==> src/rtl/spi_tx_engine.sv <==
// rtl/spi_tx_engine.sv - SPI mode-0 frame engine fed from an upstream FIFO
// Frame: FETCH, LOAD, SETUP, WIDTH bit periods in SHIFT, HOLD, then GAP with CS_N high.
module spi_tx_engine #(
   parameter int WIDTH   = 8,
   parameter int CLK_DIV = 4
) (
   input  logic             PCLK,
   input  logic             PRESET_N,
   input  logic             fifo_empty,
   input  logic [WIDTH-1:0] fifo_dout,
   output logic             fifo_rd_en,
   output logic             SCLK,
   output logic             MOSI,
   input  logic             MISO,
   output logic             CS_N,
   output logic [WIDTH-1:0] rx_data,
   output logic             rx_valid,
   output logic             busy
);
   localparam int DW = (CLK_DIV > 1) ? $clog2(CLK_DIV) : 1;
   localparam int BW = $clog2(WIDTH) + 1;
   localparam logic [DW-1:0] DIV_LAST = DW'(CLK_DIV - 1);
   localparam logic [BW-1:0] BIT_LAST = BW'(WIDTH - 1);
   localparam logic [BW-1:0] BIT_ALL  = BW'(WIDTH);

   typedef enum logic [2:0] {IDLE, FETCH, LOAD, SETUP, SHIFT, HOLD, GAP} state_t;

   state_t           state_q;
   logic [DW-1:0]    div_q;
   logic [BW-1:0]    bit_q;
   logic [WIDTH-1:0] shift_q;
   logic [WIDTH-1:0] rx_shift_q;
   logic [WIDTH-1:0] rx_data_q;
   logic             rd_en_q;
   logic             sclk_q;
   logic             cs_n_q;
   logic             rx_valid_q;
   logic             div_last;

   assign div_last = (div_q == DIV_LAST);

   always_ff @(posedge PCLK) begin
      if (!PRESET_N) begin
         state_q    <= IDLE;
         div_q      <= '0;
         bit_q      <= '0;
         shift_q    <= '0;
         rx_shift_q <= '0;
         rx_data_q  <= '0;
         rd_en_q    <= 1'b0;
         sclk_q     <= 1'b0;
         cs_n_q     <= 1'b1;
         rx_valid_q <= 1'b0;
      end else begin
         rd_en_q    <= 1'b0;
         rx_valid_q <= 1'b0;
         case (state_q)
            IDLE: begin
               if (!fifo_empty) begin
                  rd_en_q <= 1'b1;
                  state_q <= FETCH;
               end
            end
            FETCH: state_q <= LOAD;
            LOAD: begin
               shift_q <= fifo_dout;
               cs_n_q  <= 1'b0;
               div_q   <= '0;
               state_q <= SETUP;
            end
            SETUP: begin
               if (div_last) begin
                  div_q      <= '0;
                  sclk_q     <= 1'b1;
                  rx_shift_q <= {rx_shift_q[WIDTH-2:0], MISO};
                  state_q    <= SHIFT;
               end else begin
                  div_q <= div_q + 1'b1;
               end
            end
            SHIFT: begin
               if (!div_last) begin
                  div_q <= div_q + 1'b1;
               end else begin
                  div_q <= '0;
                  // High half ends: SCLK falls and MOSI advances, except after the final bit.
                  if (sclk_q) begin
                     sclk_q <= 1'b0;
                     bit_q  <= bit_q + 1'b1;
                     if (bit_q != BIT_LAST) begin
                        shift_q <= {shift_q[WIDTH-2:0], 1'b0};
                     end
                  end else if (bit_q == BIT_ALL) begin
                     state_q <= HOLD;
                  end else begin
                     sclk_q     <= 1'b1;
                     rx_shift_q <= {rx_shift_q[WIDTH-2:0], MISO};
                  end
               end
            end
            HOLD: begin
               if (div_last) begin
                  div_q      <= '0;
                  bit_q      <= '0;
                  shift_q    <= '0;
                  cs_n_q     <= 1'b1;
                  rx_data_q  <= rx_shift_q;
                  rx_valid_q <= 1'b1;
                  state_q    <= GAP;
               end else begin
                  div_q <= div_q + 1'b1;
               end
            end
            GAP: begin
               if (div_last) begin
                  div_q   <= '0;
                  state_q <= IDLE;
               end else begin
                  div_q <= div_q + 1'b1;
               end
            end
            default: state_q <= IDLE;
         endcase
      end
   end

   assign fifo_rd_en = rd_en_q;
   assign SCLK       = sclk_q;
   assign MOSI       = shift_q[WIDTH-1];
   assign CS_N       = cs_n_q;
   assign rx_data    = rx_data_q;
   assign rx_valid   = rx_valid_q;
   assign busy       = (state_q != IDLE);

endmodule

==> config.mk <==
export PLATFORM = sky130hd
export DESIGN_NAME = spi_tx_engine
export DESIGN_NICKNAME = d
export VERILOG_FILES = /design/src/rtl/spi_tx_engine.sv
export SDC_FILE = /design/constraint.sdc
export NUM_CORES = 1
export LEC_CHECK = 0
export BUFFER_PORTS_ARGS = -buffer_cell sky130_fd_sc_hd__buf_2
export CORE_MARGIN = 5
export CORE_UTILIZATION = 55
export CTS_BUF_LIST = sky130_fd_sc_hd__clkbuf_8
export DETAILED_ROUTE_END_ITERATION = 12
export GPL_ROUTABILITY_DRIVEN = 0
export GPL_TIMING_DRIVEN = 0
export PLACE_DENSITY = 0.77
export RECOVER_POWER = 25
export SYNTH_ARGS = -nofsm -noshare
export SYNTH_HDL_FRONTEND = slang
export SYNTH_SLANG_ARGS = --single-unit
==> constraint.sdc <==
create_clock -name PCLK -period 2.2 [get_ports PCLK]
set_clock_uncertainty 0.1 [all_clocks]
set_input_delay 0.22 -clock PCLK [delete_from_list [all_inputs] [get_ports PCLK]]
set_output_delay 0.22 -clock PCLK [all_outputs]
set_load 0.02 [all_outputs]
After elaboration in Yosys (flattened, before gate mapping). Cells that the tools add are included.

Bits of input ports: 12. Output and inout bits: 14. Logic and storage cells: 80. Flip-flop bits (word level): 37.

Reduce and logical (&&, ||, !) cells: 17. $add $sub $neg: 2. Muxes and demuxes: 32. Eq/ne operators: 19.

Operator list (count): 2-to-1 mux 8 bit (8); one-hot mux 8 bit (3 select lines) (1); 2-to-1 mux 3 bit (7); one-hot mux 3 bit (7 select lines) (1); inequality test 2 bit, second input constant (10); one-hot mux 8 bit (2 select lines) (1); 2-to-1 mux 4 bit (3); AND reduction 5 bit (2); == test 3 bit, second input constant (3); one-hot mux 4 bit (2 select lines) (1); AND reduction 2 bit (4); nonzero test 2 bit (4); AND reduction 7 bit (1); == test 3 x 2 -> 1 bit, second input constant (2); 2-to-1 mux 1 bit (6); nonzero test 3 bit (2); adder 4 x 1 -> 4 bit, second input constant (1); == test 4 bit, second input constant (1); inequality test 4 x 3 -> 1 bit, second input constant (1); one-hot mux 1 bit (2 select lines) (2); one-hot mux 2 bit (2 select lines) (1); AND reduction 4 bit (1); OR reduction 4 bit (1); == test 3 x 1 -> 1 bit, second input constant (1); other kinds (5) (5).

Logic depth before layout (Yosys ltp).
Word-level depth: 5. Depth in mapped cells: 6. Mapped depth without buffers: 6.

Least setup slack after synthesis. Ideal clock, no wire load.

Path kind: register to register. From: register bit_q[0]. To: register shift_q[3]. Stages on the path, launching flop included: 7. Data arrival time: 1340 ps. Path slack: 639 ps. Data required time: 1979 ps. Period minus slack after synthesis: 1561 ps. Path buffers: 1. Cells stage by stage: dfxtp_1 ha_1 nor4bb_1 nor3_4 buf_6 nor3_1 nor3_1.

Cells in the longest elaborated chain, start to end: 3.

RTL lines: from (decl) (RTL line 30) `logic [BW-1:0] bit_q;`; from (signal assigned) (RTL line 89) `bit_q <= bit_q + 1'b1;`; inequality test 4 x 3 -> 1 bit (RTL line 90) `if (bit_q != BIT_LAST) begin`; inequality test 2 bit (no line); AND reduction 5 bit (no line); to (signal assigned) (RTL line 66) `shift_q <= fifo_dout;`; to (signal assigned) (RTL line 91) `shift_q <= {shift_q[WIDTH-2:0], 1'b0};`; to (decl) (RTL line 31) `logic [WIDTH-1:0] shift_q;`.

Every way passes these cells. A chain may end at the register's enable or synchronous reset.

Worst setup path after layout.
From: register bit_q[0]. To: register rx_shift_q[6].

Cells in the longest elaborated chain, start to end: 3.

RTL lines: == test 4 bit (RTL line 93) `end else if (bit_q == BIT_ALL) begin`; inequality test 2 bit (no line); AND reduction 5 bit (no line); to (signal assigned) (RTL line 75) `rx_shift_q <= {rx_shift_q[WIDTH-2:0], MISO};`; to (signal assigned) (RTL line 97) `rx_shift_q <= {rx_shift_q[WIDTH-2:0], MISO};`; to (decl) (RTL line 32) `logic [WIDTH-1:0] rx_shift_q;`.

Every way passes these cells.

==> out/metrics.cfg <==
[yosys]
synth_top_area_share_pct = 41.8
synth_seq_cells = 37
avgSynthCellArea_um2 = 8.40
yosysMostFrequentCell = dfxtp_1
synth.top_cells.by_count = dfxtp_1, nand2_1, o21ai_0
synth_ff_type = dfxtp_1
async_flop_share_pct = 0
synth.largest_area_cell = dfxtp_1
syn_nets = 226
ys.warnings.count = 0
syn_area_mm2 = 0.00177
synth-edff-count = 0
synth_cell_types = 42
seq_area_frac_synth_pct = 41.8
synthCells = 211
ys_top_cells_by_area = dfxtp_1, o21ai_0, nand2_1, nand3_1, a21oi_1

[critical_path]
slowest_delay_ps = 550
slowest_stage = a31oi_1
crit_fanout = 8
endpoint_kind = register
rr_worst_depth = 5
reg2reg_to = rx_shift_q[6]
cp.arrival_ps = 1830
crit_required_ps = 2250
worstSetupStartpointType = register
cp_cell_sequence = inv_1 > ha_1 > nand3b_1 > a31oi_1 > o21ai_0
r2r_slack_ps = 420
r2r_start = bit_q[0]
criticalPathCategory = reg2reg

[routing]
antenna_left = 0
via_per_inst = 5.47
totalWireLength_um = 3650
firstDrtPassIters = 4
vias = 1581
drt_iter0_markers = 91
drcViolationCount = 0
wl_per_cell_um = 12.6

[sta]
finalSetupViolCount = 0
clock.fmax_mhz = 562
min_period_ps = 1780
fin_crit_sh_pct = 80.9
fin_setup_tns_ps = 0
finalMaxSlewViolations = 0
tightest_slew_ps = 553
maxSlewHeadroom_pct = 63.0
rsz0062_at_grt = false
hold_viol = 0
holdWs_ps = 51.1

[floorplanning]
core_area_mm2 = 0.00308
ioPinCount = 26
die_h_um = 66.8
fp-row-count = 20
start_util_pct = 57.6
die-area_mm2 = 0.00446
dieWidth_um = 66.8

[cts]
cts-resized-gates = 0
clkSinkCount = 37
post_cts_buffers = 0
clock_path_buffers = 2
cts_tree = yes
clk_latency_ps = 290
clk_pin_slew_ps = 70
cts-root-buf = clkbuf_8
cts_buffers = 5
h-tree-depth = 2

[power]
p_total_uw = 1450
leakagePower_uw = 0.000743
power.density_mw_per_mm2 = 704
ir_drop_mv = 0.551

[grt]
grt_usage_pct = 19.2
antenna_found_initial = 0
grt-ovfl-total = 0
grt_pass1_wl_um = 6450
grt_pass1_vias = 1426
grt_max_degree = 13

[finish]
insertedDiodeCount = 0
register_area_um2 = 741
syn_to_final_growth_pct = 16.7
fillCellCount = 277
num-nets-final = 259
multi_input_area_um2 = 943
layout-drive-gt1-share_pct = 17.1

[placed_design]
hpwl_um = 2630
port_buffers = 25

[worst_hold_path]
hold_path.class = in2reg
hold_end = shift_q[0]
hold_start = fifo_dout[0]
hold-path-cell-count = 3

[flow_run]
maxCapViolCount = 0

[run_status]
status = completed

state kept, by name (all words and copies together) (netlist names):
name and count:
rx_shift_q 8, bit_q 4, rx_valid 1, state_q 3, rx_data 8, SCLK 1, div_q 2, fifo_rd_en 1
CS_N 1, shift_q 8
cell families after synthesis:
group | Yosys count | share of synthesized area [%]
compound gates | 62 | 22.8
fa+ha+maj | 3 | 2.12
buf+inv | 18 | 4.94
flops | 37 | 41.8
mux | 3 | 1.98
simple gates | 88 | 26.3
metrics by stage:
step,area (um^2),std cells,util (%),setup slack (ps)
2_1_floorplan,1770,211,-,639
3_3_place_gp,1950,280,63.4,416
3_5_place_dp,1950,280,63.4,428
4_1_cts,2080,289,67.6,415
5_1_grt,2070,289,67.2,160
6_report,2070,289,67.2,419
worst max-delay path by stage:
stage | from | end | cells past startpoint
2_1_floorplan | bit_q[0] | shift_q[3] | 6
3_3_place_gp | bit_q[0] | rx_shift_q[0] | 5
3_5_place_dp | bit_q[0] | rx_shift_q[6] | 5
4_1_cts | bit_q[0] | rx_shift_q[6] | 5
5_1_grt | bit_q[0] | rx_shift_q[5] | 5
6_report | bit_q[0] | rx_shift_q[6] | 5
critical path, delay by kind of cell, from the launching register on:
family          cells  cell delay (ps)
compound gates      2              720
fa+ha+maj           1              150
buf+inv             1              100
flops               1              350
simple gates        1              220
where the power goes:
| group | total, uW | switching, uW | internal (uW) |
|---|---|---|---|
| logic | 143 | 89.0 | 53.6 |
| registers | 703 | 13.0 | 690 |
| clock network | 609 | 241 | 368 |
cells in the final DEF (no fill, tap or decap), types with 2 or more instances in the layout:
cell and n:
ha_1 3, o21ai_0 27, nand2_1 28, nand4_1 2, a21boi_0 4, a21oi_1 14, clkbuf_8 6, a211oi_2 2
clkbuf_1 17, a22oi_1 3, nor3_1 12, mux2i_1 2, dfxtp_1 37, a31oi_1 3, nand3_1 20, nand3b_1 2
inv_1 4, nor2_1 9, buf_2 20, nor3_2 3, a211oi_1 2
area by class of cell:
cell class                      instances  area share (%)
Timing Repair Buffer                   26            5.81
Tap cell                               44            2.66
Sequential cell                        37            35.8
Buffer                                 14            3.51
Clock inverter                          2            1.82
Inverter                                4           0.726
Clock buffer                            6            4.00
Multi-Input combinational cell        156            45.6
what timing repair did:
action	CTS	global route
endpoints found under the hold margin	1	0
hold buffers	1	0
setup endpoints to repair	0	0
layer usage:
metal | share of wire, % | vias to the layer above | GRT usage [%]
met5 | 0 | - | 0
li1 | - | 825 | -
met2 | 45 | 27 | 31.7
met1 | 49 | 723 | 23.5
met4 | 1.8 | 0 | 7.61
met3 | 4.2 | 6 | 5.06
Power figures use the tool's default switching activity.
